==> src/rtl/piso_stream.sv <==
`default_nettype none
// ============================================================================
// Module      : piso_stream
// Description : Parametrised parallel-in/serial-out shifter with a load
//               handshake, back-to-back word support, shift-enable pacing
//               and valid/last framing on the serial side.
// Revision    : 1.0 - initial release
// ============================================================================
module piso_stream #(
  parameter int WIDTH      = 8,
  parameter bit MSB_FIRST  = 1'b1,
  parameter bit IDLE_LEVEL = 1'b0
) (
  input  logic             clk,
  input  logic             rst,
  input  logic             load,
  input  logic [WIDTH-1:0] p_in,
  output logic             p_ready,
  input  logic             shift_en,
  output logic             s_out,
  output logic             s_valid,
  output logic             s_last,
  output logic             busy
);

  // Counter holds the number of bits still to come after the current one.
  localparam int                 c_cnt_w    = $clog2(WIDTH) + 1;
  localparam logic [c_cnt_w-1:0] c_cnt_load = c_cnt_w'(WIDTH - 1);
  localparam logic [c_cnt_w-1:0] c_cnt_one  = c_cnt_w'(1);

  typedef enum logic [0:0] {
    S_IDLE  = 1'b0,
    S_SHIFT = 1'b1
  } state_t;

  state_t             r_state;
  state_t             w_state_nxt;
  logic [WIDTH-1:0]   r_sreg;
  logic [WIDTH-1:0]   w_sreg_nxt;
  logic [c_cnt_w-1:0] r_cnt;
  logic [c_cnt_w-1:0] w_cnt_nxt;
  logic               w_shifting;
  logic               w_last;
  logic               w_ready;
  logic               w_accept;
  logic               w_out_bit;

  // Output-end bit of the shift register; s_out only ever sees registers.
  assign w_out_bit = MSB_FIRST ? r_sreg[WIDTH-1] : r_sreg[0];

  // State register.
  always_ff @(posedge clk) begin
    if (rst) begin
      r_state <= S_IDLE;
    end else begin
      r_state <= w_state_nxt;
    end
  end

  // Datapath registers: shift register and bits-remaining counter.
  always_ff @(posedge clk) begin
    if (rst) begin
      r_sreg <= '0;
      r_cnt  <= '0;
    end else begin
      r_sreg <= w_sreg_nxt;
      r_cnt  <= w_cnt_nxt;
    end
  end

  // Next-state, datapath update and output decode.
  always_comb begin
    w_state_nxt = r_state;
    w_sreg_nxt  = r_sreg;
    w_cnt_nxt   = r_cnt;

    w_shifting  = (r_state == S_SHIFT);
    w_last      = w_shifting && (r_cnt == '0);
    // Ready again on the edge that consumes the last bit, so the next word
    // follows without an idle bit.
    w_ready     = !w_shifting || (w_last && shift_en);
    w_accept    = load && w_ready;

    s_valid     = w_shifting;
    busy        = w_shifting;
    s_last      = w_last;
    p_ready     = w_ready;
    s_out       = w_shifting ? w_out_bit : IDLE_LEVEL;

    if (w_shifting && shift_en) begin
      if (w_last) begin
        w_state_nxt = S_IDLE;
      end else begin
        w_sreg_nxt = MSB_FIRST ? (r_sreg << 1) : (r_sreg >> 1);
        w_cnt_nxt  = r_cnt - c_cnt_one;
      end
    end

    // A new word overrides the return to idle on the last-bit edge.
    if (w_accept) begin
      w_state_nxt = S_SHIFT;
      w_sreg_nxt  = p_in;
      w_cnt_nxt   = c_cnt_load;
    end
  end

endmodule
`default_nettype wire

==> config.mk <==
export PLATFORM = sky130hd
export DESIGN_NAME = piso_stream
export DESIGN_NICKNAME = d
export VERILOG_FILES = /design/src/rtl/piso_stream.sv
export SDC_FILE = /design/constraint.sdc
export NUM_CORES = 1
export LEC_CHECK = 0
export CAP_MARGIN = 20
export CORE_MARGIN = 5
export CORE_UTILIZATION = 48
export DETAILED_ROUTE_END_ITERATION = 8
export GPL_TIMING_DRIVEN = 0
export PLACE_DENSITY = 0.75
export SETUP_SLACK_MARGIN = 0.1
export SYNTH_ARGS = -nofsm -noshare
export SYNTH_HDL_FRONTEND = slang
export SYNTH_SLANG_ARGS = --single-unit
==> constraint.sdc <==
create_clock -name clk -period 2.7 [get_ports clk]
set_clock_uncertainty 0.1 [all_clocks]
set_input_delay 0.54 -clock clk [delete_from_list [all_inputs] [get_ports clk]]
set_output_delay 0.54 -clock clk [all_outputs]
set_load 0.005 [all_outputs]
-- After elaboration in Yosys (flattened, before gate mapping)
Cells that the tools add are included.
Widths: inputs -> output; s select.
- $add $sub $neg: 1
- $mul: 0
- divide/modulo/power cells: 0
- $lt $le $gt $ge: 0
- equal/unequal tests: 1
- shift operators: 0
- mux-type cells: 10
- bitwise operators: 1
- reduce and logical (&&, ||, !) cells: 13
- operator list (cell ; count):
    $mux 8 ; 3
    $mux 3 ; 3
    $reduce_and 2->1 ; 3
    $logic_and 1x1->1 ; 4
    $logic_not 4->1 ; 1
    $mux 1 ; 4
    $reduce_bool 2->1 ; 2
    $sub 4x1->4 const B ; 1
    $ne 2x1->1 const B ; 1
    $reduce_or 2->1 ; 1
    $logic_not 1->1 ; 1
    $logic_or 1x1->1 ; 1
    $not 1->1 ; 1
- register bits: 13
- bits in latches: 0
- RAM bits: 0
- bits in read-only memories: 0
- output and inout bits: 5
- memories kept: 0

-- Logic depth before layout (Yosys ltp)
- depth after elaboration: 7
- mapped depth: 6
- mapped depth without buffers: 5

-- Worst setup path after synthesis
OpenSTA, ideal clock, no wires.
- kind: flip-flop to output port
- start: register r_cnt[0]
- end: output p_ready
- arrival time: 1.273 ns
- slack: 0.787 ns
- cell stages (with the launch flop): 6
- buffers on the path: 1
- cell sequence: dfxtp_1 inv_1 ha_1 or3b_1 buf_2 o21ai_1
- longest elaborated chain between the ends: 4
- ends and longest elaborated chain (item ; RTL line ; text):
    start: declaration ; 40 ; logic [c_cnt_w-1:0] r_cnt;
    start signal: assignment ; 67 ; r_cnt <= w_cnt_nxt;
    $logic_not 4->1 ; 78 ; w_last = w_shifting && (r_cnt == '0);
    $logic_and 1x1->1 ; 78 ;
    $logic_and 1x1->1 ; 81 ; w_ready = !w_shifting || (w_last && shift_en);
    $logic_or 1x1->1 ; 81 ;
    end: declaration ; 18 ; output logic p_ready,
No other way between the ends.

-- Worst setup path after layout
- start: register r_cnt[1]
- end: output s_last
- longest elaborated chain between the ends: 2
- ends and longest elaborated chain (item ; RTL line ; text):
    $logic_not 4->1 ; 78 ;
    $logic_and 1x1->1 ; 78 ;
    end: declaration ; 22 ; output logic s_last,
No other way between the ends.

==> flow_metrics.py <==
metrics = {
    "sta": {
        "rsz0062_at_grt": "false",
        "finalSetupViolCount": 0,
        "relSlewSlack": 0.677,
        "fmax_mhz": 403,
        "slew_viol_final": 0,
        "tns_ns": 0,
        "finalWorstPathRequiredPeriod_ns": 2.48,
        "setup_ws_ns": 0.217,
        "tightest_slew_ns": 0.485,
        "finalHoldViolCount": 0,
        "whs_ns": 0.370,
        "min_period_over_period": 0.920,
    },
    "finish": {
        "antennaDiodeCount": 0,
        "nets": 123,
        "layout-drive-gt1-share": 0.222,
        "syn2layout_area_growth_pct": 32.3,
        "layout_common_cells": "nor3_1 (15), clkdlybuf4s50_1 (15), dfxtp_1 (13)",
        "fillers": 121,
    },
    "setup_path": {
        "crit_fanout": 3,
        "cp.arrival_ns": 1.84,
        "startpoint_type": "flop",
        "crit_type": "reg -> out",
        "endpoint_kind": "output pin",
        "regToRegSetupSlack_ns": 0.91,
        "required_ns": 2.06,
        "reg2regPathDepth": 6,
    },
    "placement": {
        "globalplace.congestion": 0.778,
        "place_ws_ns": 0.131,
        "port_buffers": 16,
        "hpwl_mm": 1.27,
    },
    "synthesis": {
        "postSynthAreaPerCell_sq_um": 9.01,
        "synth_cell_types": 29,
        "synth_area_sq_um": 774,
        "synth_area_leaders": "dfxtp_1 (34%), a2111oi_2 (14%), nor3_1 (9.7%)",
        "syn-num-nets": 100,
        "synth_edf_count": 0,
        "synth-seq-cells": 13,
        "synth_cells": 86,
        "async_flop_share": 0,
        "synth.top_cell.area_share": 0.336,
        "synth.largest_area_cell": "dfxtp_1",
        "ys_warn_count": 0,
        "ys_seq_area_frac": 0.336,
        "synthFlopType": "dfxtp_1",
    },
    "min_path": {
        "hp-class": "reg -> reg",
        "hold_path_depth": 2,
    },
    "routing": {
        "drc": 0,
        "num_vias": 742,
        "drtIter0Drc": 20,
        "wl_per_cell_um": 14.7,
        "viasPerCell": 5.98,
        "finalWirelength_mm": 1.82,
        "detail-route-antenna-nets": 0,
        "dr.pass1.iters": 4,
    },
    "clocking": {
        "cts_max_level": 1,
        "cts_buffer_depth": 2,
        "cts_hold_buf": 0,
        "path_clk_slew_ns": 0.08,
        "clk-insertion-delay-late_ns": 0.27,
        "cts_tree": "yes",
        "cts_buffers": 3,
        "root_buffer": "clkbuf_4",
        "cts_sinks": 13,
    },
    "power": {
        "power_density_nw_per_um2": 521,
        "power.leakage_nw": 0.369,
        "seqPwrFrac": 0.428,
        "netSwitchingFraction": 0.321,
        "clockPowerShare": 0.231,
        "p_sw_mw": 0.171,
        "p_int_mw": 0.363,
        "pwr-share-comb": 0.341,
        "vdd_ir_drop_max_v": 0.000324,
    },
    "global_routing": {
        "grt_max_degree": 11,
        "grt_overflow": 0,
        "grt_pass1_wl_mm": 3.18,
        "track_usage": 0.159,
        "antenna_found_initial": 0,
        "grt_pass1_vias": 708,
    },
    "floorplan": {
        "die-area_sq_um": 2520,
        "start_util": 0.508,
        "coreArea_sq_um": 1520,
        "rows": 14,
        "io_pins": 17,
        "die-width_um": 50.2,
        "die_y_um": 50.2,
    },
    "job": {
        "drv_cap": 0,
    },
    "outcome": {
        "status": "complete, no violations",
    },
}
## kinds of logic after synthesis
family / share of synthesized area
compound gates: 0.346
fa+ha+maj: 0.0323
buf+inv: 0.0969
flops: 0.336
simple gates: 0.189
## synthesized netlist by cell type, types with 2 or more instances
cell type  count
clkbuf_1       2
and2_1         2
nand2_1        2
a211oi_1       2
buf_2          3
a2111oi_2      7
nor3_1        15
ha_1           2
nand2b_1       2
inv_1         12
dfxtp_1       13
o21bai_1       7
## routing by layer
layer / global-route usage / routed length, um / up-vias
li1: - / - / 360
met1: 0.211 / 810 / 353
met2: 0.259 / 884 / 24
met3: 0.0266 / 91 / 5
met4: 0.0524 / 31 / 0
met5: 0 / 0 / -
## worst paths after layout
kind,to,from
worst max register to register,r_sreg[4],r_cnt[1]
worst min-delay path,r_sreg[7],r_sreg[7]
worst min register to register,r_sreg[7],r_sreg[7]
worst max-delay path,s_last,r_cnt[1]
## flip-flops by register name, summed over array words and instances, names as in the netlist
signal	cells
r_cnt	4
r_sreg	8
busy	1
## stage by stage
step                std cells  utilization  area [sq um]  power (mW)
finish                    124        0.672          1020       0.534
global route              124        0.672          1020       0.573
CTS                       123        0.663          1010       0.525
detailed placement        118        0.626           955       0.390
global placement          118        0.626           955       0.386
floorplan                  86            -           774       0.333
## critical path, stage by stage (launching register included)
cell and delay [ns]:
dfxtp_1 0.32, inv_1 0.09, ha_2 0.21, nor3b_4 0.20, buf_4 0.14, and2_1 0.11, clkdlybuf4s50_1 0.49
## power groups by stage
stage	Clock [mW]	Sequential, mW	Combinational (mW)
6_report	0.123	0.228	0.182
5_1_grt	0.141	0.231	0.201
4_1_cts	0.125	0.226	0.174
3_5_place_dp	0	0.230	0.160
3_3_place_gp	0	0.229	0.157
2_1_floorplan	0	0.226	0.106
## layout make-up
class	count	area (sq um)	area share
well taps	16	20.0	0.0195
flip-flops and latches	13	260	0.254
repair buffers	18	174	0.170
inverters	12	45.0	0.0440
multi-input cells	55	464	0.453
clock buffers	4	26.3	0.0256
plain buffers	6	35.0	0.0342
## timing repair
action,CTS,global route
setup endpoints to repair,2,1
endpoints found under the hold margin,0,0
gates resized for setup,7,2
buffers inserted,1,1
Power figures use the tool's default switching activity.
